==> config.mk <==
export PLATFORM = sky130hd
export DESIGN_NAME = line_burst_adapter
export DESIGN_NICKNAME = d
export VERILOG_FILES = /design/src/rtl/line_burst_adapter_pkg.sv /design/src/rtl/line_burst_adapter.sv
export SDC_FILE = /design/constraint.sdc
export NUM_CORES = 1
export LEC_CHECK = 0
export BUFFER_PORTS_ARGS = -buffer_cell sky130_fd_sc_hd__buf_2
export CAP_MARGIN = 30
export CORE_AREA = 8 8 267 269
export CTS_CLUSTER_SIZE = 28
export DETAILED_ROUTE_END_ITERATION = 7
export DIE_AREA = 0 0 275 277
export HOLD_SLACK_MARGIN = 0.02
export PLACE_DENSITY = 0.56
export SETUP_SLACK_MARGIN = 0.15
export SYNTH_ARGS = -nofsm -noshare
export SYNTH_HDL_FRONTEND = slang
export SYNTH_SLANG_ARGS = --single-unit
==> constraint.sdc <==
create_clock -name clk -period 16.1 [get_ports clk]
set_input_delay 0.805 -clock clk [delete_from_list [all_inputs] [get_ports clk]]
set_output_delay 0.805 -clock clk [all_outputs]
set_load 0.03 [all_outputs]
==> src/rtl/line_burst_adapter_pkg.sv <==
// ---------------------------------------------------------------------------
// line_burst_adapter_pkg
//   Shared cache package: cache-side control types, the line/beat geometry
//   constants and the burst-adapter state encoding.
//   Contents:
//     LINE_W, ADDR_W, BEATS_DEF, BEAT_W_DEF  - line and beat geometry
//     cache_op_t                             - cache-to-memory operation kind
//     burst_state_t                          - burst adapter FSM states
//     line_align()                           - clears the line-offset bits
// ---------------------------------------------------------------------------
package line_burst_adapter_pkg;

  localparam int LINE_W     = 256;
  localparam int ADDR_W     = 32;
  localparam int BEATS_DEF  = 4;
  localparam int BEAT_W_DEF = 64;

  // Byte offset within a 32-byte line.
  localparam logic [ADDR_W-1:0] LINE_OFFSET_MASK = 32'h0000_001F;

  // Cache control types shared with the cache controller.
  typedef enum logic [1:0] {
    CACHE_OP_NONE,
    CACHE_OP_FILL,
    CACHE_OP_WRITEBACK
  } cache_op_t;

  typedef enum logic [1:0] {
    ST_IDLE,
    ST_READ,
    ST_WRITE,
    ST_DONE
  } burst_state_t;

  function automatic logic [ADDR_W-1:0] line_align(input logic [ADDR_W-1:0] addr);
    return addr & ~LINE_OFFSET_MASK;
  endfunction

endpackage

==> src/rtl/line_burst_adapter.sv <==
// ---------------------------------------------------------------------------
// line_burst_adapter
//   Converts whole-line cache requests into BEATS-beat memory bursts.
//   A write-back streams the latched line out beat 0 (LSB) first; a line fill
//   assembles incoming beats into line_o. resp_o pulses once per finished line.
//   Ports:
//     clk, rst            - clock, asynchronous active-high reset
//     line_i / line_o     - line to write back / assembled fill line
//     address_i, read_i, write_i, resp_o - cache-side request handshake
//     burst_i / burst_o   - beat from / to physical memory
//     address_o, read_o, write_o, resp_i - memory-side burst handshake
// ---------------------------------------------------------------------------
module line_burst_adapter
  import line_burst_adapter_pkg::*;
#(
  parameter int BEATS  = BEATS_DEF,
  parameter int BEAT_W = BEAT_W_DEF
) (
  input  logic              clk,
  input  logic              rst,
  input  logic [LINE_W-1:0] line_i,
  output logic [LINE_W-1:0] line_o,
  input  logic [ADDR_W-1:0] address_i,
  input  logic              read_i,
  input  logic              write_i,
  output logic              resp_o,
  input  logic [BEAT_W-1:0] burst_i,
  output logic [BEAT_W-1:0] burst_o,
  output logic [ADDR_W-1:0] address_o,
  output logic              read_o,
  output logic              write_o,
  input  logic              resp_i
);

  localparam int              CNT_W     = (BEATS > 1) ? $clog2(BEATS) : 1;
  localparam logic [CNT_W-1:0] LAST_BEAT = CNT_W'(BEATS - 1);

  if (BEATS * BEAT_W != LINE_W) begin : g_bad_geometry
    $error("line_burst_adapter: BEATS*BEAT_W must equal LINE_W");
  end

  burst_state_t      state_q, state_d;
  logic [CNT_W-1:0]  count_q;
  logic [ADDR_W-1:0] addr_q;
  logic [LINE_W-1:0] wline_q;
  logic [LINE_W-1:0] rline_q;
  logic              last_beat;

  assign last_beat = resp_i && (count_q == LAST_BEAT);

  // Next-state logic. resp_i only matters inside a burst, so strobes seen
  // in IDLE or DONE never advance anything.
  // NOTE: every combinational output gets a default before the case so no
  // path leaves it unassigned and no latch is inferred.
  always_comb begin
    state_d = state_q;
    unique case (state_q)
      ST_IDLE: begin
        if (write_i)     state_d = ST_WRITE;
        else if (read_i) state_d = ST_READ;
      end
      ST_READ,
      ST_WRITE: if (last_beat) state_d = ST_DONE;
      ST_DONE:  state_d = ST_IDLE;
      default:  state_d = ST_IDLE;
    endcase
  end

  // Outputs decode from registered state only, so a reset clears them in
  // the same cycle it is applied.
  always_comb begin
    read_o  = 1'b0;
    write_o = 1'b0;
    resp_o  = 1'b0;
    burst_o = '0;
    unique case (state_q)
      ST_READ:  read_o = 1'b1;
      ST_WRITE: begin
        write_o = 1'b1;
        burst_o = wline_q[int'(count_q)*BEAT_W +: BEAT_W];
      end
      ST_DONE:  resp_o = 1'b1;
      default:  ;
    endcase
  end

  assign address_o = line_align(addr_q);
  assign line_o    = rline_q;

  // NOTE: sequential state uses non-blocking assignments so every register
  // samples pre-edge values regardless of statement order.
  always_ff @(posedge clk or posedge rst) begin
    if (rst) begin
      state_q <= ST_IDLE;
      count_q <= '0;
      addr_q  <= '0;
      rline_q <= '0;
    end else begin
      state_q <= state_d;
      unique case (state_q)
        ST_IDLE: begin
          count_q <= '0;
          if (write_i || read_i) addr_q <= address_i;
        end
        ST_READ: begin
          if (resp_i) begin
            // Beats land in place; line_o keeps the previous line's upper
            // beats until they are overwritten by this fill.
            rline_q[int'(count_q)*BEAT_W +: BEAT_W] <= burst_i;
            count_q <= last_beat ? '0 : count_q + CNT_W'(1);
          end
        end
        ST_WRITE: begin
          if (resp_i) count_q <= last_beat ? '0 : count_q + CNT_W'(1);
        end
        default: count_q <= '0;
      endcase
    end
  end

  // NOTE: the write-back buffer is not reset; it is always loaded before
  // WRITE is entered and burst_o is forced to 0 outside WRITE.
  always_ff @(posedge clk) begin
    if (state_q == ST_IDLE && write_i) wline_q <= line_i;
  end

endmodule

# == Word level (Yosys, flattened, before mapping) ==
# Cells that the tools add are included.
# word_totals
input_bits,357
ff_bits,548
word_cells,37
out_inout_bits,355
# op_classes
eq_ne,7
reduce_logical,8
add_sub_neg,2
mux,12
shift,3
# op_table
cell,count
$bwmux 256,1
$shift 64x33->256 const A,1
$shiftx 256x9->64,1
$shiftx 64x33->256,1
$mux 64,1
$neg 8->33,1
$mux 2,6
$eq 2x2->1 const B,3
$pmux 2 s3,1
$reduce_and 2->1,3
$ne 2x1->1 const B,2
$mux 1,3
$ne 3x3->1 const B,1
$add 2x1->2 const B,1
$eq 2x1->1 const B,1
$logic_and 1x1->1,2
$logic_not 2->1,1
$reduce_or 2->1,1
$logic_or 1x1->1,1

# == Logic depth before layout (Yosys ltp) ==
# depth
depth_word,5
ltp_mapped,10
ltp_nobuf,5

# == Worst setup path before layout ==
# Ideal clock, no wire load.
# synth_timing
path_type,input to register
start,input port write_i
end,register state_q[1]
t_required_ns,15.994
slack_ns,8.500
arrival_time_ns,7.494
setup_ns,0.106
n_path_buf,0
path_stages,3
path_cell_list,and2_1 o21ai_0 o211ai_1
# synth_between
elab_chain_len,2
elab_cells_between_ends,4
cone_classes,1 x eq/ne; 2 x mux; 1 x reduce/logical
# synth_lines
element,line,text
from (decl),line_burst_adapter.sv:25,"input logic write_i,"
$mux 2 or $ne 3x3->1 (tied branches),n/a,
$pmux 2 s3 or $reduce_and 2->1 (tied branches),n/a,
to (signal assigned),line_burst_adapter.sv:99,state_q <= state_d;
to (decl),line_burst_adapter.sv:42,"burst_state_t state_q, state_d;"
# Several ways; a longest one is shown, not always the timed one.
# A chain may end at the register's enable or synchronous reset.

# == Final worst setup path ==
# layout_timing
start,register count_q[0]
end,output port burst_o[27]
# layout_between
elab_chain_len,2
# layout_lines
element,line,text
from (decl),line_burst_adapter.sv:43,logic [CNT_W-1:0] count_q;
from (signal assigned),line_burst_adapter.sv:110,count_q <= last_beat ? '0 : count_q + CNT_W'(1);
from (signal assigned),line_burst_adapter.sv:114,if (resp_i) count_q <= last_beat ? '0 : count_q + CNT_W'(1);
$shiftx 256x9->64,line_burst_adapter.sv:80,burst_o = wline_q[int'(count_q)*BEAT_W +: BEAT_W];
$mux 64,line_burst_adapter.sv:76,unique case (state_q)
to (decl),line_burst_adapter.sv:28,"output logic [BEAT_W-1:0] burst_o,"
# No other way between the ends.

==> impl_metrics.ini <==
[placement]
place_inst = 2829
globalplace.congestion = 0.8305
port_buffers = 701
dp_hpwl_mm = 46.76
dpl_worst_slack_ps = 12520

[worst_setup_path]
required_ps = 15290
cp-start-kind = flip-flop
critPathMaxStageDelay_ps = 800
rrSetupSlack_ps = 12820
r2r-start = count_q[0]
r2r_cells = 6
path_class = reg -> out
cp_slowest_cell = dfrtp_4
crit_chain = buf_4 -> buf_16 -> mux4_2 -> and2_1 -> buf_2
end_kind = primary output
arrival_ps = 2920
r2r-end = line_o[159]
crit_fanout = 43

[pwr]
p_leak_nw = 12.04
internal_power_w = 0.002999
p_sw_share_pct = 33.52
seq_power_share_pct = 40.9
power_frac_comb_pct = 30.1
clockPowerShare_pct = 29.0
p_switching_w = 0.001512
peakVddDrop_v = 0.0001117
power_density_nw_per_um2 = 167.9
power_w = 0.004511

[clock_tree]
postCtsSetupRepairBufs = 0
post_cts_resized = 0
cts-root-buf = clkbuf_16
cts_sinks = 543
h-tree-depth = 2
hold_buffers = 0
clk_pin_slew_ps = 60
cts_buffers = 56
cts_tree = yes
insertion_delay_ps = 590
cts_buffer_depth = 3

[synthesis]
synthAdderAreaFrac_pct = 0.5459
synth.area.mux_share_pct = 8.510
synth-edff-count = 256
avgSynthCellArea_sq_um = 15.49
yosys_warnings = 0
synth-compound-area-share_pct = 8.977
synth_top_area_share_pct = 37.27
synth_top_family_by_area = compound AO/OA/AOI/OAI gates
seq_area_frac_synth_pct = 72.09
netlist_area_sq_um = 20630
yosys-top-cells-area = edfxtp_1 (37%), dfrtp_1 (35%), mux4_2 (7.0%)
synth_cell_types = 36
post_synth_xor_area_fraction_pct = 0
ys_seq_elements = 543
synth-simple-area-share_pct = 7.073
async_flop_share_pct = 52.85
synth_top_cell_by_area = edfxtp_1
synth_flop_cell = dfrtp_1
syn_inst = 1332

[sta]
setup_slack_ps = 12370
fin_crit_sh_pct = 23.15
fin_worst_skew_ps = 15.50
report.final.slew_viol_count = 0
max_slew_margin_pct = 21.42
worst_pin_slew_ps = 1179
timing.final.crit_period_ps = 3728
rsz0062_at_grt = false
final.setup.tns_ps = 0
setup_violations = 0
fmax_ghz = 0.2683
hold_violations = 0

[route]
drc = 0
wirelength_mm = 64.95
vias_per_cell = 4.757
wire_per_inst_um = 22.10
via_count = 13980
drt_iter0_markers = 892
first_pass_iters = 4
ant_nets = 0

[floorplanning]
start_util_pct = 30.88
coreArea_sq_um = 66800
design.die.area_sq_um = 76180
rows = 95
io_pins = 712
die_w_um = 275
die-height_um = 277

[job]
max-cap-violations = 0

[run_status]
outcome = finished clean

[grt]
grt_pass1_vias = 14980
grt.overflow.total = 0
grt_pass1_wl_mm = 95.94
grt_max_degree = 181
antenna_found_initial = 25
grtUsageTotal_pct = 16.33

[final_layout]
fin_nets = 2383
fin_cells = 2939
fillers = 6329
syn2layout_area_growth_pct = 30.23
layout-drive-gt1-share_pct = 44.39
utilization_pct = 40.21

[worst_hold_path]
hp-class = in -> async
==> per-layer routing <==
layer / part of all wire [%] / up-vias / global-route usage (%)
met5: 0.25 / - / 0
met4: 3.6 / 28 / 6.287
met3: 10 / 155 / 6.138
met2: 48 / 688 / 27.01
met1: 38 / 6845 / 19.09
li1: - / 6264 / -
==> worst max-delay path, delay by kind of cell (launching register included) <==
family / cells / cell delay [ps]
buffers and inverters: 3 / 700
and+or+nand+nor: 1 / 190
DFF: 1 / 800
muxes: 1 / 580
==> cell families after synthesis <==
family / Yosys count
other: 1
AOI/OAI and AO/OA: 264
DFF: 543
adders and majority gates: 9
and+or+nand+nor: 321
muxes: 92
buffers and inverters: 102
==> area by class of cell <==
class / instances / area, sq um / area share, %
Timing Repair Buffer: 719 / 3740 / 13.92
Tap cell: 873 / 1092 / 4.066
Inverter: 6 / 30.03 / 0.1118
Clock inverter: 24 / 275.3 / 1.025
Clock buffer: 74 / 1570 / 5.846
Antenna cell: 9 / 22.52 / 0.08384
Sequential cell: 543 / 14870 / 55.37
Multi-Input combinational cell: 691 / 5258 / 19.57
==> flip-flops by register name, indices dropped and copies added, names as in the netlist <==
register	cells
addr_q	27
count_q	2
line_o	256
state_q	2
wline_q	256
==> cells in the mapped netlist (12+ instances only) <==
master and instances:
mux2_2 27, buf_2 28, clkbuf_1 39, edfxtp_1 256, and2_1 66, mux4_2 64
o21ai_1 60, dfrtp_1 287, buf_6 15, buf_4 12, nand2_1 238, o21ai_0 61
a22o_1 137
==> placed cells by master, fill, tap and decap left out, types with 2 or more instances in the layout <==
master / netlist / final
a22o_1: 137 / 137
and2_1: 66 / 65
buf_12: 0 / 2
buf_16: 0 / 3
buf_2: 28 / 701
buf_4: 12 / 11
bufinv_16: 0 / 6
clkbuf_1: 39 / 9
clkbuf_16: 0 / 57
clkbuf_8: 0 / 8
clkinv_1: 0 / 4
clkinv_2: 0 / 11
clkinv_4: 0 / 2
conb_1: 1 / 5
dfrtp_1: 287 / 285
diode_2: 0 / 9
edfxtp_1: 256 / 256
ha_1: 9 / 8
inv_1: 6 / 5
mux2_2: 27 / 27
mux4_2: 64 / 64
nand2_1: 238 / 238
nand3_2: 1 / 2
nand3_4: 0 / 2
nand3b_1: 2 / 2
nor2b_1: 2 / 2
nor3_2: 2 / 2
o21ai_0: 61 / 61
o21ai_1: 60 / 60
==> power groups by stage <==
stage               Combinational [W]  Clock [W]  Sequential, W
floorplan                    0.000734          0        0.00210
global placement              0.00135          0        0.00186
detailed placement            0.00137          0        0.00188
CTS                           0.00137    0.00134        0.00185
global route                  0.00145    0.00140        0.00187
finish                        0.00136    0.00131        0.00185
==> worst max path at each step <==
stage / endpoint / slack [ps] / cells after the start / start
3_5_place_dp: burst_o[28] / 12520 / 4 / count_q[0]
5_1_grt: burst_o[28] / 12160 / 5 / count_q[0]
4_1_cts: burst_o[28] / 11860 / 4 / count_q[0]
2_1_floorplan: addr_q[10] / 7370 / 1 / rst
3_3_place_gp: burst_o[28] / 12490 / 4 / count_q[0]
6_report: burst_o[27] / 12370 / 5 / count_q[0]
==> stage by stage <==
stage / hold slack (ps) / area [sq um]
floorplan: 556.3 / 20640
CTS: 331.9 / 26760
detailed placement: 466.5 / 24910
global route: 236.9 / 26850
finish: 240.0 / 26860
global placement: 460.5 / 24890
Power figures use the tool's default switching activity.
